**src/rtl/lcd_pkg.sv**
```systemverilog
// Shared constants, state types and ASCII helpers for the 2x16 character-LCD word writer.
package lcd_pkg;

  localparam logic [7:0] CMD_FUNC  = 8'h38;
  localparam logic [7:0] CMD_DISP  = 8'h0C;
  localparam logic [7:0] CMD_ENTRY = 8'h06;
  localparam logic [7:0] CMD_CLEAR = 8'h01;
  localparam logic [7:0] CMD_LINE0 = 8'h80;
  localparam logic [7:0] CMD_LINE1 = 8'hC0;

  localparam logic [5:0] LINE_CHARS = 6'd16;

  typedef enum logic [2:0] {
    ST_INIT,
    ST_IDLE,
    ST_ADDR,
    ST_CHAR,
    ST_WRAP,
    ST_DONE
  } state_e;

  typedef enum logic [1:0] {
    WR_IDLE,
    WR_SETUP,
    WR_EN,
    WR_HOLD
  } wr_phase_e;

  function automatic logic [7:0] ascii_nibble(input logic [3:0] n);
    if (n < 4'd10) return 8'h30 + {4'h0, n};
    else           return 8'h41 + {4'h0, n} - 8'd10;
  endfunction

  function automatic logic [7:0] init_cmd(input logic [1:0] idx);
    case (idx)
      2'd0:    return CMD_FUNC;
      2'd1:    return CMD_DISP;
      2'd2:    return CMD_ENTRY;
      default: return CMD_CLEAR;
    endcase
  endfunction

endpackage

```
**src/rtl/lcd_byte_writer.sv**
```systemverilog
// Drives one byte onto the LCD bus: a setup clock, an enable pulse, then a settle/hold window.
module lcd_byte_writer
  import lcd_pkg::*;
#(
  parameter int unsigned EN_CYCLES     = 2,
  parameter int unsigned SETTLE_CYCLES = 50,
  parameter int unsigned CLEAR_CYCLES  = 1600
) (
  input  logic       clk,
  input  logic       rst,
  input  logic       start,
  input  logic [7:0] data_byte,
  input  logic       rs,
  input  logic       long_settle,
  output logic       done,
  output logic       lcd_en,
  output logic [7:0] lcd_data,
  output logic       lcd_rs
);

  localparam int unsigned CNT_TOP = (EN_CYCLES > CLEAR_CYCLES) ? EN_CYCLES : CLEAR_CYCLES;
  localparam int unsigned CW      = $clog2(CNT_TOP + 1);
  localparam logic [CW-1:0] EN_LOAD     = CW'(EN_CYCLES - 1);
  localparam logic [CW-1:0] SETTLE_LOAD = CW'(SETTLE_CYCLES - 1);
  localparam logic [CW-1:0] CLEAR_LOAD  = CW'(CLEAR_CYCLES - 1);

  wr_phase_e       phase_q, phase_d;
  logic [CW-1:0]   cnt_q, cnt_d;
  logic [7:0]      data_q, data_d;
  logic            rs_q, rs_d;
  logic            long_q, long_d;
  logic            en_q, en_d;

  always_comb begin
    phase_d = phase_q;
    cnt_d   = cnt_q;
    data_d  = data_q;
    rs_d    = rs_q;
    long_d  = long_q;
    done    = (phase_q == WR_HOLD) && (cnt_q == '0);

    case (phase_q)
      WR_SETUP: begin
        phase_d = WR_EN;
        cnt_d   = EN_LOAD;
      end
      WR_EN: begin
        if (cnt_q == '0) begin
          phase_d = WR_HOLD;
          cnt_d   = long_q ? CLEAR_LOAD : SETTLE_LOAD;
        end else begin
          cnt_d = cnt_q - 1'b1;
        end
      end
      WR_HOLD: begin
        if (cnt_q == '0) phase_d = WR_IDLE;
        else             cnt_d   = cnt_q - 1'b1;
      end
      default: ;
    endcase

    // A new byte may be taken on the final hold clock so consecutive bytes run gap-free.
    if (start && ((phase_q == WR_IDLE) || done)) begin
      phase_d = WR_SETUP;
      data_d  = data_byte;
      rs_d    = rs;
      long_d  = long_settle;
    end

    en_d = (phase_d == WR_EN);
  end

  always_ff @(posedge clk) begin
    if (rst) begin
      phase_q <= WR_IDLE;
      cnt_q   <= '0;
      data_q  <= '0;
      rs_q    <= 1'b0;
      long_q  <= 1'b0;
      en_q    <= 1'b0;
    end else begin
      phase_q <= phase_d;
      cnt_q   <= cnt_d;
      data_q  <= data_d;
      rs_q    <= rs_d;
      long_q  <= long_d;
      en_q    <= en_d;
    end
  end

  assign lcd_en   = en_q;
  assign lcd_data = data_q;
  assign lcd_rs   = rs_q;

endmodule

```
**src/rtl/lcd_word_display.sv**
```systemverilog
// Renders a DATA_W-bit word as binary or hex text on a 2x16 LCD, with power-on init and line wrap.
module lcd_word_display
  import lcd_pkg::*;
#(
  parameter int unsigned DATA_W        = 18,
  parameter int unsigned EN_CYCLES     = 2,
  parameter int unsigned SETTLE_CYCLES = 50,
  parameter int unsigned CLEAR_CYCLES  = 1600
) (
  input  logic              clk,
  input  logic              rst,
  input  logic              wr_valid,
  output logic              wr_ready,
  input  logic [DATA_W-1:0] wr_data,
  input  logic              wr_hex,
  input  logic              wr_line,
  output logic              busy,
  output logic [7:0]        lcd_data,
  output logic              lcd_rs,
  output logic              lcd_rw,
  output logic              lcd_en
);

  localparam logic [5:0] NCHAR_BIN = 6'(DATA_W);
  localparam logic [5:0] NCHAR_HEX = 6'((DATA_W + 3) / 4);

  state_e            state_q, state_d;
  logic [1:0]        init_idx_q, init_idx_d;
  logic [5:0]        idx_q, idx_d;
  logic              wrap_q, wrap_d;
  logic              line_q, line_d;
  logic              hex_q, hex_d;
  logic [DATA_W-1:0] word_q, word_d;

  logic        wr_start, wr_done, wr_rs, wr_long;
  logic [7:0]  wr_byte;
  logic [5:0]  nchar;
  logic [4:0]  pos;
  logic [31:0] word_ext;

  assign nchar    = hex_q ? NCHAR_HEX : NCHAR_BIN;
  assign word_ext = 32'(word_q);

  always_comb begin
    state_d    = state_q;
    init_idx_d = init_idx_q;
    idx_d      = idx_q;
    wrap_d     = wrap_q;
    line_d     = line_q;
    hex_d      = hex_q;
    word_d     = word_q;

    case (state_q)
      ST_INIT: begin
        if (wr_done) begin
          if (init_idx_q == 2'd3) state_d    = ST_IDLE;
          else                    init_idx_d = init_idx_q + 2'd1;
        end
      end
      ST_IDLE, ST_DONE: begin
        state_d = ST_IDLE;
        if (wr_valid) begin
          word_d  = wr_data;
          hex_d   = wr_hex;
          line_d  = wr_line;
          idx_d   = '0;
          wrap_d  = 1'b0;
          state_d = ST_ADDR;
        end
      end
      ST_ADDR: begin
        if (wr_done) state_d = ST_CHAR;
      end
      ST_CHAR: begin
        if (wr_done) begin
          idx_d = idx_q + 6'd1;
          if (idx_d == nchar)                         state_d = ST_DONE;
          else if ((idx_d == LINE_CHARS) && !wrap_q)  state_d = ST_WRAP;
        end
      end
      ST_WRAP: begin
        if (wr_done) begin
          wrap_d  = 1'b1;
          state_d = ST_CHAR;
        end
      end
      default: state_d = ST_INIT;
    endcase
  end

  // The next byte is built from the next-state values so the writer can chain it on its done clock.
  always_comb begin
    pos      = 5'(nchar - 6'd1 - idx_d);
    wr_rs    = 1'b0;
    wr_long  = 1'b0;
    wr_byte  = '0;
    wr_start = (state_q inside {ST_INIT, ST_ADDR, ST_CHAR, ST_WRAP}) &&
               (state_d inside {ST_INIT, ST_ADDR, ST_CHAR, ST_WRAP});
    case (state_d)
      ST_INIT: begin
        wr_byte = init_cmd(init_idx_d);
        wr_long = (init_idx_d == 2'd3);
      end
      ST_ADDR: wr_byte = line_q ? CMD_LINE1 : CMD_LINE0;
      ST_WRAP: wr_byte = line_q ? CMD_LINE0 : CMD_LINE1;
      ST_CHAR: begin
        wr_rs = 1'b1;
        if (hex_q) wr_byte = ascii_nibble(4'(word_ext >> {pos[2:0], 2'b00}));
        else       wr_byte = 8'h30 + {7'd0, word_ext[pos]};
      end
      default: ;
    endcase
  end

  always_ff @(posedge clk) begin
    if (rst) begin
      state_q    <= ST_INIT;
      init_idx_q <= '0;
      idx_q      <= '0;
      wrap_q     <= 1'b0;
      line_q     <= 1'b0;
      hex_q      <= 1'b0;
      word_q     <= '0;
    end else begin
      state_q    <= state_d;
      init_idx_q <= init_idx_d;
      idx_q      <= idx_d;
      wrap_q     <= wrap_d;
      line_q     <= line_d;
      hex_q      <= hex_d;
      word_q     <= word_d;
    end
  end

  lcd_byte_writer #(
    .EN_CYCLES    (EN_CYCLES),
    .SETTLE_CYCLES(SETTLE_CYCLES),
    .CLEAR_CYCLES (CLEAR_CYCLES)
  ) u_writer (
    .clk        (clk),
    .rst        (rst),
    .start      (wr_start),
    .data_byte  (wr_byte),
    .rs         (wr_rs),
    .long_settle(wr_long),
    .done       (wr_done),
    .lcd_en     (lcd_en),
    .lcd_data   (lcd_data),
    .lcd_rs     (lcd_rs)
  );

  assign wr_ready = (state_q == ST_IDLE) || (state_q == ST_DONE);
  assign busy     = ~wr_ready;
  assign lcd_rw   = 1'b0;

endmodule

```
**config.mk**
```make
export PLATFORM = sky130hd
export DESIGN_NAME = lcd_word_display
export DESIGN_NICKNAME = d
export VERILOG_FILES = /design/src/rtl/lcd_pkg.sv /design/src/rtl/lcd_byte_writer.sv /design/src/rtl/lcd_word_display.sv
export SDC_FILE = /design/constraint.sdc
export NUM_CORES = 1
export LEC_CHECK = 0
export CORE_AREA = 4 4 90 92
export CTS_CLUSTER_DIAMETER = 30
export DETAILED_ROUTE_END_ITERATION = 7
export DIE_AREA = 0 0 94 96
export PLACE_DENSITY = 0.68
export SLEW_MARGIN = 40
export SYNTH_ARGS = -nofsm -noshare
export SYNTH_HDL_FRONTEND = slang
export SYNTH_SLANG_ARGS = --single-unit
export TNS_END_PERCENT = 5
```
**constraint.sdc**
```tcl
create_clock -name clk -period 5.2 [get_ports clk]
set_input_delay 1.3 -clock clk [delete_from_list [all_inputs] [get_ports clk]]
set_output_delay 1.3 -clock clk [all_outputs]
set_load 0.05 [all_outputs]
```
# == Word level (Yosys, flattened, before mapping) ==
# Cells that the tools add are included.
# op_classes
mux,36
order_cmp,2
eq_ne,21
reduce_logical,21
add_sub_neg,9
bitwise_logic,1
shifts,1
# ops
cell,count
11-bit 2-to-1 mux,3
11-bit case mux with 3 select lines,1
8-bit case mux with 4 select lines,1
3-bit 2-to-1 mux,6
6-bit case mux with 3 select lines,1
18-bit by 5-bit right shift with 4-bit output,1
8-bit 2-to-1 mux,2
2-bit 2-to-1 mux,7
7-bit 2-to-1 mux,2
2-bit equality test (second input constant),6
3-bit by 2-bit equality test with 1-bit output (second input constant),4
6-bit 2-to-1 mux,2
3-bit case mux with 4 select lines,1
6-bit case mux with 2 select lines,1
11-bit logical NOT,1
11-bit by 1-bit subtractor with 11-bit output (second input constant),1
3-bit equality test (second input constant),3
7-bit by 4-bit adder with 8-bit output (first input constant),1
4-bit nonzero test,2
8-bit by 4-bit subtractor with 8-bit output (second input constant),1
6-bit by 1-bit adder with 7-bit output (first input constant),1
6-bit by 4-bit adder with 7-bit output (first input constant),1
6-bit by 1-bit adder with 6-bit output (second input constant),1
6-bit by 5-bit equality test with 1-bit output,1
other kinds (26),40
# word_totals
register_bits,56
elab_cells,104
input_bits,23
out_inout_bits,13

# == Logic depth before layout (Yosys ltp) ==
# Gate-level depths: netlist (run 1).
# depth
ltp_word,13
ltp_mapped,18
mapped_depth_nobuf,15

# == Cells and area by module ==
# From an unflattened synthesis (run 1), not the netlist that was laid out.
# unflattened
cells_unflattened,417
area_unflattened_um2,3555.9
# modules_own_cells
module,area_per_inst_um2,cells_each,seq_area_each_um2,n_inst
lcd_word_display,2242.2,270,640.6,1
lcd_byte_writer,1313.8,147,480.5,1

# == Worst setup path after synthesis (run 1) ==
# OpenSTA, ideal clock, no wires.
# synth_timing
kind,register to register
start,register state_q[1]
end,"register u_writer.data_q[0], in the netlist u_writer.lcd_data[0]"
path_stages_with_launch,17
arrival_time_ns,4.077
n_path_buf,2
required_ns,5.082
setup_ns,0.118
slack_ns,1.006
period_less_slack_ns,4.194
cell_sequence,dfxtp_1 > nand2b_1 > inv_1 > and2_1 > clkbuf_1 > nor2_1 > a21oi_1 > ha_1 > fa_1 > buf_1 > mux4_2 > mux2i_1 > nor2_1 > mux2_2 > o21ai_0 > nand4_1 > o2111a_1
# synth_via
elab_chain_len,10
word_cells_on_any_way,41
classes_between,add/sub: 5; order compare: 1; eq/ne: 10; shift: 1; mux: 15; reduce/logical: 9
# synth_lines
element,line,text
"start, declared",lcd_word_display.sv:27,"state_e state_q, state_d;"
"start signal, assigned",lcd_word_display.sv:125,state_q <= state_d;
3-bit by 1-bit equality test with 1-bit output / 3-bit equality test (equally long branches),lcd_word_display.sv:53,case (state_q)
2-bit OR reduction,lcd_word_display.sv:53,
6-bit case mux with 2 select lines,lcd_word_display.sv:53,
5-bit subtractor,lcd_word_display.sv:93,pos = 5'(nchar - 6'd1 - idx_d);
18-bit by 5-bit right shift with 4-bit output,lcd_word_display.sv:108,"if (hex_q) wr_byte = ascii_nibble(4'(word_ext >> {pos[2:0], 2'b00}));"
7-bit by 4-bit adder with 8-bit output,lcd_pkg.sv:31,"else return 8'h41 + {4'h0, n} - 8'd10;"
8-bit by 4-bit subtractor with 8-bit output,lcd_pkg.sv:31,
8-bit 2-to-1 mux,lcd_pkg.sv:30,"if (n < 4'd10) return 8'h30 + {4'h0, n};"
8-bit 2-to-1 mux,lcd_word_display.sv:108,
8-bit case mux with 4 select lines,lcd_word_display.sv:99,case (state_d)
"end signal, assigned",lcd_byte_writer.sv:84,data_q <= data_d;
"end, declared",lcd_byte_writer.sv:29,"logic [7:0] data_q, data_d;"
# Parallel ways exist; a longest one is shown, timed or not. The select of a mux whose other input is x is not followed.
# A chain may end at the register's enable or synchronous reset.

# == Worst setup path in the final report (run 1) ==
# layout_timing
start,input port wr_valid
end,"register u_writer.data_q[0], in the netlist u_writer.lcd_data[0]"
# layout_via
elab_chain_len,9
word_cells_on_any_way,23
classes_between,add/sub: 5; order compare: 1; eq/ne: 3; shift: 1; mux: 9; reduce/logical: 4
# layout_lines
element,line,text
"start, declared",lcd_word_display.sv:12,"input logic wr_valid,"
6-bit 2-to-1 mux,lcd_word_display.sv:62,if (wr_valid) begin
6-bit case mux with 2 select lines,lcd_word_display.sv:53,
5-bit subtractor,lcd_word_display.sv:93,
18-bit by 5-bit right shift with 4-bit output,lcd_word_display.sv:108,
7-bit by 4-bit adder with 8-bit output,lcd_pkg.sv:31,
8-bit by 4-bit subtractor with 8-bit output,lcd_pkg.sv:31,
8-bit 2-to-1 mux,lcd_pkg.sv:30,
8-bit 2-to-1 mux,lcd_word_display.sv:108,
8-bit case mux with 4 select lines,lcd_word_display.sv:99,
# Parallel ways exist; a longest one is shown, timed or not. The select of a mux whose other input is x is not followed.

==> results.toml, run 1 <==
[detailed_routing]
dr_total_vias = 3056
wl_um = 7710
dr.pass1.iters = 4
drt_iter0_drc = 144
routedWlPerCell_um = 14.1
viasPerCell = 5.59
drc = 0
ant_nets = 0

[cts]
cts_resized = 0
root_buffer = "clkbuf_8"
post_cts.repair.setup_buffers = 0
cts_num_sinks = 56
cts_hold_buf = 0
cts_tree = "done"
clk_pin_slew_worst_paths_ns = 0.11
cts_inserted_buffers = 5
clk_path_buf_depth = 2
htree_levels = 2
clock_latency_ns = 0.31

[synth]
yosysSeqAreaShare_pct = 33.0
ys_warn_count = 0
synth.cell_area_mm2 = 0.00340
synth_edf_count = 0
synthCells = 427
synth.distinct_cells = 57
ys.flop_type = "dfxtp_1"
syn-num-nets = 464
async_flop_share_pct = 0
avgSynthCellArea_um2 = 7.97
ys_ff_latch = 56

[timing]
setup_ws_ns = 0.896
post-route-period-util_pct = 82.8
maxSlewHeadroom_pct = 42.4
final_hold_viol_count = 0
grt_setup_unrepaired = "no"
worst_pin_slew_ns = 0.856
finalSetupViolations = 0
whs_ns = 0.479
fin_skew_ns = 0.00725
fmax_mhz = 232
drv_slew = 0
period_needed_ns = 4.30
tns_ns = 0

[floorplanning]
io_pins = 36
die-area_mm2 = 0.00902
start_util_pct = 47.2
fp.dieW_um = 94
die_h_um = 96
core_mm2 = 0.00721
rows = 31

[pwr]
p_total_mw = 1.75
p_per_area_mw_per_mm2 = 451
clockPowerShare_pct = 14.2
peakVddDrop_mv = 0.288
switching_share_pct = 47.1
leakagePower_nw = 1.43
p_switching_mw = 0.825
p_comb_share_pct = 53.1
seq_power_share_pct = 32.7
p_int_mw = 0.925

[global_route]
grt_pass1_wl_um = 13100
grt-ovfl-total = 0
antenna_found_initial = 0
grt_max_degree = 57
grt_pass1_vias = 2858
grt_use_total_pct = 18.1

[critical_path]
crit_chain = "clkdlybuf4s50_1 > and2_1 > nor2_1 > a21oi_1 > ha_1 > fa_1 > mux4_2 > mux2i_1 > nor2_1 > mux2_2 > o21ai_0 > nand4_1 > o2111a_1"
crit_slowest_cell = "fa_1"
cp-end-kind = "flip-flop"
cp_max_fo = 10
required_ns = 5.41
path_class = "in -> reg"
cp.arrival_ns = 4.52
critical_path.top_delay_family = "adder cells"
path_buf_inv = 1
max_stage_delay_ns = 0.74
critPathLaunchType = "input pin"
cp_common_cell = "nor2_1"

[place]
gp_congestion = 0.827
hpwl_um = 5660
dp_slack_ns = 0.593
portBuffers = 34
placed_cell_area_mm2 = 0.00379

[final_layout]
final_area_mm2 = 0.00388
final_cell_mix = "nand2_1, a21oi_1, dfxtp_1"
final_common_cell = "nand2_1"
layout-drive-gt1-share_pct = 6.92
syn_to_final_growth_pct = 14.0
diodes = 0
nNetsFinal = 484

[job]
maxCapViolCount = 0

[status]
status = "finished clean"

[worst_hold_path]
hold_path.class = "reg -> reg"
-- logic make-up (layout without fill, tap and decap cells) --
logic type      Yosys count  count (layout)  share of synthesized area, %
simple gates            192             192                          28.9
compound gates          104             104                          18.1
flops                    56              56                          33.0
buf+inv                  35              56                          4.19
mux                      15              15                          7.39
fa+ha+maj                14              14                          5.37
xor+xnor                 10              10                          2.98
other cells               1               1                         0.110
-- layer usage --
layer,track usage [%],vias to the layer above,share of wire (%)
met3,3.91,11,4.7
met4,5.42,0,1.4
met5,0,-,0
li1,-,1563,-
met2,31.0,59,49
met1,22.8,1423,45
-- final timing paths --
path                     start                   end  slack (ns)  depth (start not counted)
min                 word_q[14]            word_q[14]        0.48                          2
min reg2reg         word_q[14]            word_q[14]        0.48                          2
max                   wr_valid  u_writer.lcd_data[0]        0.90                         13
max reg2reg  u_writer.cnt_q[0]  u_writer.lcd_data[0]        0.95                         15
-- power groups by stage --
| stage | sequential (mW) | clock (mW) | combinational (mW) |
|---|---|---|---|
| floorplan | 0.633 | 0 | 0.672 |
| global placement | 0.581 | 0 | 0.916 |
| detailed placement | 0.581 | 0 | 0.926 |
| CTS | 0.571 | 0.257 | 0.930 |
| global route | 0.586 | 0.273 | 1.05 |
| finish | 0.573 | 0.248 | 0.929 |
-- flip-flops by register name, summed over array words and instances, names as in the netlist --
register,count
u_writer.phase_q,2
u_writer.long_q,1
init_idx_q,2
idx_q,6
line_q,1
hex_q,1
u_writer.cnt_q,11
u_writer.lcd_rs,1
wrap_q,1
word_q,18
u_writer.lcd_data,8
state_q,3
u_writer.lcd_en,1
-- cell usage after synthesis, drive strengths merged (2+ instances only) --
| library cell | n | area [um^2] |
|---|---|---|
| a211oi | 3 | 22.5 |
| nand3 | 12 | 60.1 |
| nor4 | 3 | 48.8 |
| nand2 | 60 | 225 |
| and4b | 2 | 20.0 |
| or4 | 2 | 15.0 |
| inv | 11 | 41.3 |
| nand2b | 7 | 43.8 |
| and2 | 3 | 18.8 |
| nor2 | 45 | 169 |
| mux4 | 8 | 180 |
| nand3b | 3 | 22.5 |
| dfxtp | 56 | 1120 |
| ha | 13 | 163 |
| o21ai | 19 | 95.1 |
| and3 | 5 | 31.3 |
| nand4 | 7 | 50.1 |
| or3 | 9 | 61.3 |
| a311oi | 2 | 35.0 |
| a21oi | 59 | 295 |
| nor2b | 7 | 43.8 |
| a211o | 2 | 17.5 |
| nor3b | 4 | 35.0 |
| nor3 | 18 | 95.1 |
| o21a | 3 | 22.5 |
| xor2 | 6 | 52.6 |
| mux2i | 6 | 60.1 |
| xnor2 | 3 | 26.3 |
| clkbuf | 17 | 63.8 |
| buf | 7 | 37.5 |
| a22oi | 4 | 30.0 |
| a31oi | 4 | 25.0 |
| o31a | 2 | 17.5 |
-- worst min-delay path, stage by stage (launching register included) --
cell and delay [ns]:
dfxtp_1 0.34, nand2_1 0.06, a21oi_1 0.05
-- cell type report --
class | count | area, um^2
multi-input combinational | 336 | 2140
clock buffer | 5 | 68.8
fill | 711 | 3330
clock inverter | 3 | 21.3
timing repair buffer | 37 | 360
inverter | 11 | 41.3
sequential | 56 | 1120
tap | 99 | 124
-- stage by stage --
step / util (%) / std cells
detailed placement: 52.5 / 539
global placement: 52.4 / 539
finish: 53.8 / 547
global route: 53.8 / 547
floorplan: - / 427
CTS: 53.8 / 547
Power figures use the tool's default switching activity.
==> inputs of run 2 (changes only) <==
--- a/config.mk
+++ b/config.mk
@@ -9,7 +9,7 @@
 export CTS_CLUSTER_DIAMETER = 30
 export DETAILED_ROUTE_END_ITERATION = 7
 export DIE_AREA = 0 0 94 96
-export PLACE_DENSITY = 0.68
+export PLACE_DENSITY = 0.7
 export SLEW_MARGIN = 40
 export SYNTH_ARGS = -nofsm -noshare
 export SYNTH_HDL_FRONTEND = slang
==> constraint.sdc (replaced) <==
create_clock -name clk -period 3.5 [get_ports clk]
set_input_delay 0.875 -clock clk [delete_from_list [all_inputs] [get_ports clk]]
set_output_delay 0.875 -clock clk [all_outputs]
set_load 0.05 [all_outputs]
==> run 2 against run 1 <==
Net effect:
- the flow now finishes with violations (setup timing)
- non-clock buffer count grew 52
- sequential share of layout area shrank 3.3 points
- sequential cell count unchanged
- first-iteration DRC count increased by 23%
- core utilization increased by 7.0 points
- global-route usage up 1.5 points
- clock power grew 80%
==> results.toml, run 2 (synthesis results as in run 1) <==
[cts]
clock_latency_ns = 0.31
cts_inserted_buffers = 5
clk_pin_slew_worst_paths_ns = 0.10
cts_tree = "done"
cts_num_sinks = 56
root_buffer = "clkbuf_8"
htree_levels = 2
clk_path_buf_depth = 2

[pwr]
p_per_area_mw_per_mm2 = 677
leakagePower_nw = 1.69
peakVddDrop_mv = 0.388

[timing]
tns_ns = -0.204
worst_pin_slew_ns = 0.729
fin_skew_ns = 0.00898
period_needed_ns = 3.65
fmax_mhz = 274
setup_ws_ns = -0.146
final_hold_viol_count = 0
post-route-period-util_pct = 104
grt_setup_unrepaired = "yes"
finalSetupViolations = 3
maxSlewHeadroom_pct = 51.4
whs_ns = 0.472
drv_slew = 0

[critical_path]
cp_max_fo = 8
critPathLaunchType = "input pin"
crit_slowest_cell = "clkdlybuf4s50_1"
ff2ff_setup_slack_ns = -0.13
worst-r2r-cell-count = 14
max_stage_delay_ns = 0.53
r2r_end = "u_writer.lcd_data[0]"
cp.arrival_ns = 3.91
r2r-start = "u_writer.cnt_q[7]"
path_class = "in -> reg"
required_ns = 3.76
cp-end-kind = "flip-flop"
crit_chain = "clkdlybuf4s50_1 > and2_1 > nor2_2 > a21oi_2 > ha_2 > fa_2 > buf_4 > or3_1 > mux2i_1 > a21oi_1 > or2_2 > nand4_1 > o2111a_1"

[floorplanning]
rows = 31
core_mm2 = 0.00721
die_h_um = 96
io_pins = 36
start_util_pct = 47.2
fp.dieW_um = 94
die-area_mm2 = 0.00902

[detailed_routing]
ant_nets = 0
dr.pass1.iters = 5
drt_iter0_drc = 177
routedWlPerCell_um = 14.4
dr_total_vias = 3331
viasPerCell = 5.56
wl_um = 8630
drc = 0

[final_layout]
syn_to_final_growth_pct = 28.9
largest_reg_flops = 18
num-fill-cells = 643
diodes = 0
seqCellArea_mm2 = 0.00112
fin_util_pct = 60.8
multi_input_area_mm2 = 0.00222
nNetsFinal = 536
final_cell_mix = "nand2_1, a21oi_1, buf_4"
final_common_cell = "nand2_1"
instances_no_fill = 599
layout-drive-gt1-share_pct = 20.2
top_register = "word_q"

[global_route]
grt_use_total_pct = 19.6
antenna_found_initial = 0
grt_pass1_wl_um = 14400
grt_pass1_vias = 3104
grt_max_degree = 41
grt-ovfl-total = 0

[worst_hold_path]
worstHoldEndpoint = "u_writer.lcd_data[3]"
min-delay-start = "u_writer.lcd_data[3]"
hold_path.class = "reg -> reg"
holdPathStages = 2

[status]
status = "finished with violations"
violations = "setup timing"

[place]
dp.cells = 587
hpwl_um = 6410
dp_slack_ns = -0.483
gp_congestion = 0.868
portBuffers = 34

[job]
maxCapViolCount = 0
-- run 2: changes by cell type in the layout (fill, tap and decap cells not counted), sizes merged --
cell,previous run,this run
buf,4,56
inv,12,10
bufinv,0,1
clkbuf,5,6
-- run 2: critical path, delay by kind of cell --
family | cells | cell delay [ns]
simple gates | 5 | 1.01
mux | 1 | 0.15
buf+inv | 2 | 0.71
fa+ha+maj | 2 | 0.74
compound gates | 3 | 0.40
-- run 2: metal layers --
| layer | vias to the layer above | global-route usage, % | wire length (um) |
|---|---|---|---|
| li1 | 1656 | - | - |
| met1 | 1579 | 26.4 | 4020 |
| met2 | 84 | 32.3 | 4010 |
| met3 | 12 | 3.52 | 465 |
| met4 | 0 | 5.54 | 132 |
| met5 | - | 0 | 0 |
-- run 2: layout make-up --
type | count | area share [%]
clock buffer | 6 | 1.88
sequential | 56 | 25.6
multi-input combinational | 336 | 50.6
tap | 99 | 2.82
clock inverter | 2 | 0.884
inverter | 11 | 1.03
timing repair buffer | 89 | 17.1
-- run 2: timing repair --
item,CTS,global route
buffers inserted,3,1
pin swaps,3,6
hold buffers,0,0
endpoints found under the setup margin,5,7
resized for setup,9,5
-- run 2: stage by stage --
step | area [um^2] | power, mW
2_1_floorplan | 3460 | 1.99
3_3_place_gp | 4180 | 2.45
3_5_place_dp | 4180 | 2.48
4_1_cts | 4350 | 2.96
5_1_grt | 4390 | 3.20
6_report | 4390 | 2.97
-- run 2: report_power, final --
group | switching [mW] | internal (mW)
combinational | 1.01 | 0.703
clock | 0.213 | 0.234
sequential | 0.0713 | 0.740
-- run 2: how the worst max path moves through the flow --
stage / startpoint / endpoint / slack [ns] / cells after the start
after floorplan: u_writer.cnt_q[1] / u_writer.lcd_data[0] / -0.13 / 18
after global placement: wr_valid / u_writer.lcd_data[0] / -0.41 / 13
after detailed placement: wr_valid / u_writer.lcd_data[0] / -0.48 / 14
after CTS: u_writer.cnt_q[1] / u_writer.lcd_data[0] / -0.15 / 15
after global routing: u_writer.cnt_q[7] / u_writer.lcd_data[0] / -0.28 / 15
final: wr_valid / u_writer.lcd_data[0] / -0.15 / 13
